## config.mk

```make
export PLATFORM = sky130hd
export DESIGN_NAME = spi_slave_rx_tx
export DESIGN_NICKNAME = d
export VERILOG_FILES = /design/src/rtl/spi_pkg.sv /design/src/rtl/spi_sync_edge.sv /design/src/rtl/spi_slave_rx_tx.sv
export SDC_FILE = /design/constraint.sdc
export NUM_CORES = 1
export LEC_CHECK = 0
export BUFFER_PORTS_ARGS = -buffer_cell sky130_fd_sc_hd__buf_2
export CAP_MARGIN = 0
export CORE_ASPECT_RATIO = 1.5
export CORE_MARGIN = 10
export CORE_UTILIZATION = 28
export CTS_CLUSTER_SIZE = 14
export DETAILED_ROUTE_END_ITERATION = 8
export GPL_TIMING_DRIVEN = 0
export PLACE_DENSITY = 0.43
export SYNTH_ARGS = -nofsm -noshare
export SYNTH_HDL_FRONTEND = slang
export SYNTH_SLANG_ARGS = --single-unit
export TNS_END_PERCENT = 50
```

## constraint.sdc

```tcl
create_clock -name global_clk -period 2 [get_ports global_clk]
set_input_delay 0.4 -clock global_clk [delete_from_list [all_inputs] [get_ports global_clk]]
set_output_delay 0.4 -clock global_clk [all_outputs]
set_load 0.05 [all_outputs]
```

## src/rtl/spi_pkg.sv

```systemverilog
// Shared SPI link definitions: FSM state encoding and default geometry,
// common to the spi_slave_rx_tx responder and the SPI_main master.
package spi_pkg;

    localparam int unsigned SPI_DATA_W      = 8;
    localparam int unsigned SPI_SYNC_STAGES = 2;

    typedef enum logic {
        ST_IDLE,
        ST_SHIFT
    } spi_state_t;

endpackage

```

## src/rtl/spi_sync_edge.sv

```systemverilog
// Multi-flop synchronizer for an asynchronous level, with single-cycle
// rise/fall pulses derived from the synchronized value.
module spi_sync_edge #(
    parameter int unsigned STAGES    = 2,
    parameter logic        RESET_VAL = 1'b0
) (
    input  logic clk,
    input  logic reset,
    input  logic din,
    output logic rise,
    output logic fall
);

    logic [STAGES-1:0] sync_q;
    logic              prev_q;
    logic              level;

    always_ff @(posedge clk) begin
        if (!reset) begin
            sync_q <= {STAGES{RESET_VAL}};
            prev_q <= RESET_VAL;
        end else begin
            sync_q <= {sync_q[STAGES-2:0], din};
            prev_q <= sync_q[STAGES-1];
        end
    end

    always_comb begin
        level = sync_q[STAGES-1];
        rise  = level & ~prev_q;
        fall  = ~level & prev_q;
    end

endmodule

```

## src/rtl/spi_slave_rx_tx.sv

```systemverilog
// SPI mode-0 responder, MSB first: oversamples sclk/ss/mosi on global_clk,
// assembles received words and shifts a host-loaded word out on miso.
module spi_slave_rx_tx
    import spi_pkg::*;
#(
    parameter int unsigned        DATA_W      = SPI_DATA_W,
    parameter int unsigned        SYNC_STAGES = SPI_SYNC_STAGES,
    parameter logic [DATA_W-1:0]  IDLE_TX     = '0
) (
    input  logic              global_clk,
    input  logic              reset,
    input  logic              sclk,
    input  logic              ss,
    input  logic              mosi,
    output logic              miso,
    input  logic [DATA_W-1:0] tx_data,
    input  logic              tx_load,
    output logic              tx_pending,
    output logic [DATA_W-1:0] rx_data,
    output logic              rx_valid,
    output logic              tx_underrun,
    output logic              frame_err
);

    localparam int unsigned       CNT_W    = $clog2(DATA_W + 1);
    localparam logic [CNT_W-1:0]  CNT_FULL = CNT_W'(DATA_W);

    logic sclk_rise, sclk_fall, ss_rise, ss_fall;
    logic [SYNC_STAGES-1:0] mosi_q;
    logic mosi_sync;

    spi_sync_edge #(.STAGES(SYNC_STAGES), .RESET_VAL(1'b0)) u_sclk_sync (
        .clk  (global_clk),
        .reset(reset),
        .din  (sclk),
        .rise (sclk_rise),
        .fall (sclk_fall)
    );

    spi_sync_edge #(.STAGES(SYNC_STAGES), .RESET_VAL(1'b1)) u_ss_sync (
        .clk  (global_clk),
        .reset(reset),
        .din  (ss),
        .rise (ss_rise),
        .fall (ss_fall)
    );

    spi_state_t        state, state_n;
    logic [CNT_W-1:0]  bit_cnt, bit_cnt_n;
    logic [DATA_W-2:0] rx_shift, rx_shift_n;
    logic [DATA_W-1:0] tx_shift, tx_shift_n;
    logic [DATA_W-1:0] tx_buf, tx_buf_n;
    logic [DATA_W-1:0] rx_data_n, rx_word;
    logic              tx_pending_n, rx_valid_n, tx_underrun_n, frame_err_n, miso_n;
    logic              load_word;

    always_comb mosi_sync = mosi_q[SYNC_STAGES-1];

    always_ff @(posedge global_clk) begin
        if (!reset) begin
            mosi_q      <= '0;
            state       <= ST_IDLE;
            bit_cnt     <= '0;
            rx_shift    <= '0;
            tx_shift    <= '0;
            tx_buf      <= '0;
            tx_pending  <= 1'b0;
            rx_data     <= '0;
            rx_valid    <= 1'b0;
            tx_underrun <= 1'b0;
            frame_err   <= 1'b0;
            miso        <= 1'b0;
        end else begin
            mosi_q      <= {mosi_q[SYNC_STAGES-2:0], mosi};
            state       <= state_n;
            bit_cnt     <= bit_cnt_n;
            rx_shift    <= rx_shift_n;
            tx_shift    <= tx_shift_n;
            tx_buf      <= tx_buf_n;
            tx_pending  <= tx_pending_n;
            rx_data     <= rx_data_n;
            rx_valid    <= rx_valid_n;
            tx_underrun <= tx_underrun_n;
            frame_err   <= frame_err_n;
            miso        <= miso_n;
        end
    end

    always_comb begin
        state_n       = state;
        bit_cnt_n     = bit_cnt;
        rx_shift_n    = rx_shift;
        tx_shift_n    = tx_shift;
        tx_buf_n      = tx_buf;
        tx_pending_n  = tx_pending;
        rx_data_n     = rx_data;
        rx_valid_n    = 1'b0;
        tx_underrun_n = 1'b0;
        frame_err_n   = 1'b0;
        miso_n        = miso;
        load_word     = 1'b0;
        rx_word       = {rx_shift, mosi_sync};

        case (state)
            ST_IDLE: begin
                miso_n = 1'b0;
                if (ss_fall) begin
                    state_n   = ST_SHIFT;
                    bit_cnt_n = '0;
                    load_word = 1'b1;
                end
            end
            ST_SHIFT: begin
                if (sclk_rise && bit_cnt != CNT_FULL) begin
                    rx_shift_n = rx_word[DATA_W-2:0];
                    bit_cnt_n  = bit_cnt + 1'b1;
                    if (bit_cnt_n == CNT_FULL) begin
                        rx_data_n  = rx_word;
                        rx_valid_n = 1'b1;
                    end
                end
                // ss rise wins over a coincident sclk fall, so a frame whose
                // last sclk fall lands with ss rise does not start another word.
                if (ss_rise) begin
                    state_n = ST_IDLE;
                    miso_n  = 1'b0;
                    if (bit_cnt_n != '0 && bit_cnt_n != CNT_FULL)
                        frame_err_n = 1'b1;
                end else if (sclk_fall) begin
                    if (bit_cnt == CNT_FULL) begin
                        bit_cnt_n = '0;
                        load_word = 1'b1;
                    end else begin
                        tx_shift_n = tx_shift << 1;
                        miso_n     = tx_shift_n[DATA_W-1];
                    end
                end
            end
            default: state_n = ST_IDLE;
        endcase

        if (load_word) begin
            if (tx_pending) begin
                tx_shift_n   = tx_buf;
                tx_pending_n = 1'b0;
            end else begin
                tx_shift_n    = IDLE_TX;
                tx_underrun_n = 1'b1;
            end
            miso_n = tx_shift_n[DATA_W-1];
        end

        // A load coinciding with consumption queues the new word behind it.
        if (tx_load) begin
            tx_buf_n     = tx_data;
            tx_pending_n = 1'b1;
        end
    end

endmodule
```

# After elaboration in Yosys (flattened, before gate mapping)
# Index checks and enable logic that the tools add are counted.
word_totals:
  register_bits: 48
  out_inout_bits: 13
  in_bits: 14
op_classes:
  n_reduce_logical: 13
  add_sub_neg: 1
  muxes: 30
  bitwise: 9
  eq_ne: 9
ops:
  columns: ["operator", "n"]
  rows:
  - ["$mux W7", 5]
  - ["$mux W4", 6]
  - ["$mux W1", 14]
  - ["$ne A4 B4 Y1 const B", 3]
  - ["$reduce_and A3 Y1", 3]
  - ["$eq A4 B4 Y1 const B", 2]
  - ["$mux W8", 1]
  - ["$pmux W4 S2", 1]
  - ["$pmux W1 S2", 3]
  - ["$reduce_and A2 Y1", 3]
  - ["$reduce_bool A2 Y1", 3]
  - ["$not A1 Y1", 5]
  - ["$add A4 B1 Y4 const B", 1]
  - ["$and A1 B1 Y1", 4]
  - ["$ne A2 B2 Y1 const B", 2]
  - ["$ne A4 B3 Y1 const B", 1]
  - ["$reduce_and A4 Y1", 1]
  - ["$reduce_bool A4 Y1", 1]
  - ["$logic_and A1 B1 Y1", 2]
  - ["$ne A2 B1 Y1 const B", 1]

# Longest topological paths before layout
logic_depth:
  ltp_word: 9
  mapped_depth: 7

# Modules after synthesis
# A second synthesis with hierarchy kept.
unflattened:
  cells_unflattened: 218
  area_unflattened_um2: 2083.2
modules_own_cells:
  columns: ["mod", "n_inst", "area_each_um2", "seq_area_each_um2", "cells_each"]
  rows:
  - ["spi_slave_rx_tx", 1, 1900.6, 840.8, 202]
  - ["spi_sync_edge", 2, 91.3, 60.1, 8]

# Worst setup path after synthesis
# Ideal clock, no wire load.
synth_path:
  kind: "reg-to-reg"
  from: "register bit_cnt[0]"
  to: "register miso"
  arrival_time_ps: 1321
  setup_time_ps: 58
  required_ps: 1942
  path_stages_with_launch: 7
  path_slack_ps: 621
  path_cell_list: "dfxtp_1 -> inv_1 -> ha_1 -> nand3b_4 -> nand2_1 -> a2111oi_0 -> a21o_1"
synth_via:
  elab_chain_cells: 7
  elab_cells_between_ends: 9
  cone_classes: "3 x eq/ne; 5 x mux; 1 x reduce/logical"
synth_rtl:
  columns: ["item", "line", "text"]
  rows:
  - ["from (decl)", "spi_slave_rx_tx.sv:49", "logic [CNT_W-1:0] bit_cnt, bit_cnt_n;"]
  - ["from (signal assigned)", "spi_slave_rx_tx.sv:76", "bit_cnt <= bit_cnt_n;"]
  - ["$eq A4 B4 Y1 (*)", "spi_slave_rx_tx.sv:130", "if (bit_cnt == CNT_FULL) begin"]
  - ["$mux W1", "spi_slave_rx_tx.sv:130", null]
  - ["$mux W1", "spi_slave_rx_tx.sv:129", "end else if (sclk_fall) begin"]
  - ["$mux W1", "spi_slave_rx_tx.sv:124", "if (ss_rise) begin"]
  - ["$pmux W1 S2", "spi_slave_rx_tx.sv:104", "case (state)"]
  - ["$ne A4 B4 Y1 (no line) / $ne A4 B3 Y1 (equally long branches)", null, null]
  - ["$reduce_and A2 Y1 (no line)", null, null]
  - ["to (signal assigned)", "spi_slave_rx_tx.sv:85", "miso <= miso_n;"]
  - ["to (decl)", "spi_slave_rx_tx.sv:15", "output logic miso,"]
# Every way passes the cells marked *; elsewhere a longest branch is shown, timed or not.
# A chain may end at the register's enable or synchronous reset.

# Worst setup path in the final report
layout_path:
  from: "register bit_cnt[0]"
  to: "register tx_shift[1]"
layout_via:
  elab_chain_cells: 7
  elab_cells_between_ends: 11
  cone_classes: "3 x eq/ne; 5 x mux; 3 x reduce/logical"
layout_rtl:
  columns: ["item", "line", "text"]
  rows:
  - ["$eq A4 B4 Y1 (*)", "spi_slave_rx_tx.sv:130", null]
  - ["$mux W1", "spi_slave_rx_tx.sv:130", null]
  - ["$mux W1", "spi_slave_rx_tx.sv:129", null]
  - ["$mux W1", "spi_slave_rx_tx.sv:124", null]
  - ["$pmux W1 S2", "spi_slave_rx_tx.sv:104", null]
  - ["$ne A2 B2 Y1 (no line) (tied with other cells)", null, null]
  - ["$reduce_and A4 Y1 (no line)", null, null]
  - ["to (signal assigned)", "spi_slave_rx_tx.sv:78", "tx_shift <= tx_shift_n;"]
  - ["to (decl)", "spi_slave_rx_tx.sv:51", "logic [DATA_W-1:0] tx_shift, tx_shift_n;"]
# Marks and branches as above.

==> metrics <==
Mapped Cells 213; Num CTS Buffers 5; clock power share 35.6%; via/cell ratio 4.81; fin cells 324; Leak 0.904 nW; diodes inserted 0; Iter 0 DRT Violations 66; DRC viols 0; cts hold-fix bufs 0; CTS sink cnt 48; Hold WC Path Type in2reg; sequential area share after synthesis 47.7%; layout cell share with drive strength beyond 1 19.9%; number of library cell types mapped by synthesis 44; Critical Path RT 2.24 ns; grt ovf 0; pwr/cell area 754 nW/µm²; Combinational Power Share 7.6%; first-pass GRT wire length 7.69 mm; Clk pin slew, worst setup/hold paths 0.09 ns; Syn Std Cell Area 2020 µm²; yosys warns 0; GPL Wtd Cong 0.794; Routed Wire Length 4.72 mm; Max VDD drop 0.000340 V; gr usage total 9.03%; Power Internal 0.00132 W; # setup viols final 0; Die Span Y 124 µm; Max Clock Skew 0.00560 ns; slew of the pin with the lowest slew margin 0.689 ns; Worst Path Max Fanout 6; crit start category register; Hold Fails Final Rpt 0; placed cells 316; cell taking the most area after synthesis dfxtp_1; area share of the largest cell type after synthesis 47.7%; Wirelength per Cell 14.6 µm; total power 0.00176 W; Layout area overhead 15.8%; ranking of synthesized cells by area dfxtp_1, mux2i_1, nand2_1; Die Footprint 11100 µm²; MaxCap Viol Count 0; Post-layout nets 261; row count 37; CP max-delay cell dfxtp_1; status finished, final reports clean; worst path cell trace inv_1, ha_1, and3b_2, nor2_2, a221oi_1, nor2_1; TritonCTS clock tree built; Fin Hold WS 0.270 ns; Crit. End Element register; DR vias 1559; dpl hpwl 3.43 mm; headroom to the max-slew limit 54.1%; #FFs+latches synth 48; setup TNS 0 ns; Tcrit/Tclk final 80.5%; antenna violations before repair 0; Buf/Inv on CP 1; Longest Clk Path Bufs 2; RSZ-0062 raised after global routing no; Initial Util 29.0%; drt pass-1 iters 4; worst slack, placed 0.378 ns; Skew-Pair Late Insertion Delay 0.30 ns; crit path setup slack, layout 0.391 ns; Die W 89.3 µm; max incr delay on CP 0.43 ns; Crit Path Class reg2reg; core footprint 6940 µm²; Sw Share 25.0%; CTS HTree Levels 2; post-CTS setup buffer count 0; CP arrival 1.85 ns; Switch Pwr 0.000440 W; Port Buffer Count 25; Crit path max-delay family simple AND/OR/NAND/NOR gates; Seq pwr share 56.8%; Root Driver clkbuf_8; Syn Area/Cell 9.46 µm²; ANT nets after route 0; largest net degree at the start of global routing 16; # IOs 27; vias in the first global route 1535; Max Clock Freq 621 MHz; syn nets 229; post-route minimum period 1.61 ns; Slew Limit Fails 0; Layout fillers 740; CTS-repair resized insts 0
cell usage in the layout (no fill, tap or decap), types with 2 or more instances in the layout:
| master | synthesis | routed |
|---|---|---|
| a31oi_1 | 4 | 4 |
| nand3_1 | 6 | 6 |
| buf_4 | 2 | 2 |
| xor2_1 | 2 | 2 |
| nor2b_1 | 11 | 11 |
| clkbuf_8 | 0 | 6 |
| ha_1 | 2 | 2 |
| nand2b_1 | 4 | 4 |
| nor3b_1 | 4 | 4 |
| a21boi_0 | 7 | 7 |
| and2_1 | 9 | 9 |
| o2bb2ai_1 | 2 | 2 |
| inv_1 | 3 | 3 |
| nand2_1 | 40 | 40 |
| mux2i_1 | 16 | 16 |
| nor2_1 | 6 | 6 |
| o21ai_0 | 9 | 9 |
| buf_2 | 1 | 26 |
| dfxtp_1 | 48 | 48 |
| clkbuf_1 | 6 | 6 |
| a21oi_1 | 3 | 3 |
| a221oi_1 | 5 | 5 |
sequential cells by signal (all words and copies together) (netlist names), 2 cells and up:
signal              cells
rx_data                 8
tx_buf                  8
rx_shift                7
tx_shift                7
bit_cnt                 4
mosi_q                  2
u_sclk_sync.sync_q      2
u_ss_sync.sync_q        2
synthesized netlist by cell type (all sizes together):
cell      n
o22ai     1
nor2b    11
buf       4
clkbuf    6
a221oi    5
nor3      1
ha        2
dfxtp    48
inv       4
nor3b     4
o21ai     9
o2111ai   1
maj3      1
nor2      8
a21o      1
a21oi     3
nand3b    1
nand2b    4
xor2      2
nand2    41
and2b     1
a31oi     4
o211ai    1
a31o      1
nand3     7
a2111oi   2
and3b     2
o2bb2ai   2
o41ai     1
nor4      1
mux2i    16
a21boi    9
and2      9
metrics by stage:
step	cell area [µm²]	util, %
global placement	2240	32.2
detailed placement	2240	32.2
floorplan	2020	-
global route	2330	33.6
CTS	2330	33.6
finish	2330	33.6
power by group through the flow:
stage	Sequential, W	Clock (W)	Combinational, W
final	0.000999	0.000626	0.000134
after global routing	0.00100	0.000698	0.000149
after CTS	0.00100	0.000656	0.000137
after detailed placement	0.00102	0	0.000137
after global placement	0.00102	0	0.000135
after floorplan	0.00103	0	0.0000826
cells by family after synthesis:
group / synth area share [%]
XOR/XNOR: 0.869
buffers and inverters: 3.41
multiplexers: 7.95
flip-flops: 47.7
adder cells (fa/ha/maj): 1.74
AO/OA/AOI/OAI: 14.7
AND/OR/NAND/NOR: 23.7
final cells by class:
class                   count  area, µm²  share of cell area, %
clock buffers               6       82.6                   3.54
repair buffers             25        125                   5.36
inverters                   4       15.0                  0.643
flip-flops and latches     48        961                   41.2
multi-input cells         151        986                   42.2
plain buffers              10       53.8                   2.30
clock inverters             2       13.8                  0.589
well taps                  78       97.6                   4.18
routing by layer:
metal / part of all wire, % / GRT usage (%)
met1: 43 / 10.2
met2: 51 / 15.8
met3: 3.4 / 1.76
met4: 2.0 / 4.19
met5: 0 / 0
path summary, 6_finish.rpt:
kind | start | end | slack, ns | cells after the start
setup reg to reg | bit_cnt[0] | tx_shift[1] | 0.39 | 6
hold / removal | ss | u_ss_sync.sync_q[0] | 0.27 | 2
setup / recovery | bit_cnt[0] | tx_shift[1] | 0.39 | 6
hold reg to reg | u_ss_sync.sync_q[0] | u_ss_sync.sync_q[1] | 0.42 | 1
(Power assumes the default switching activity.)
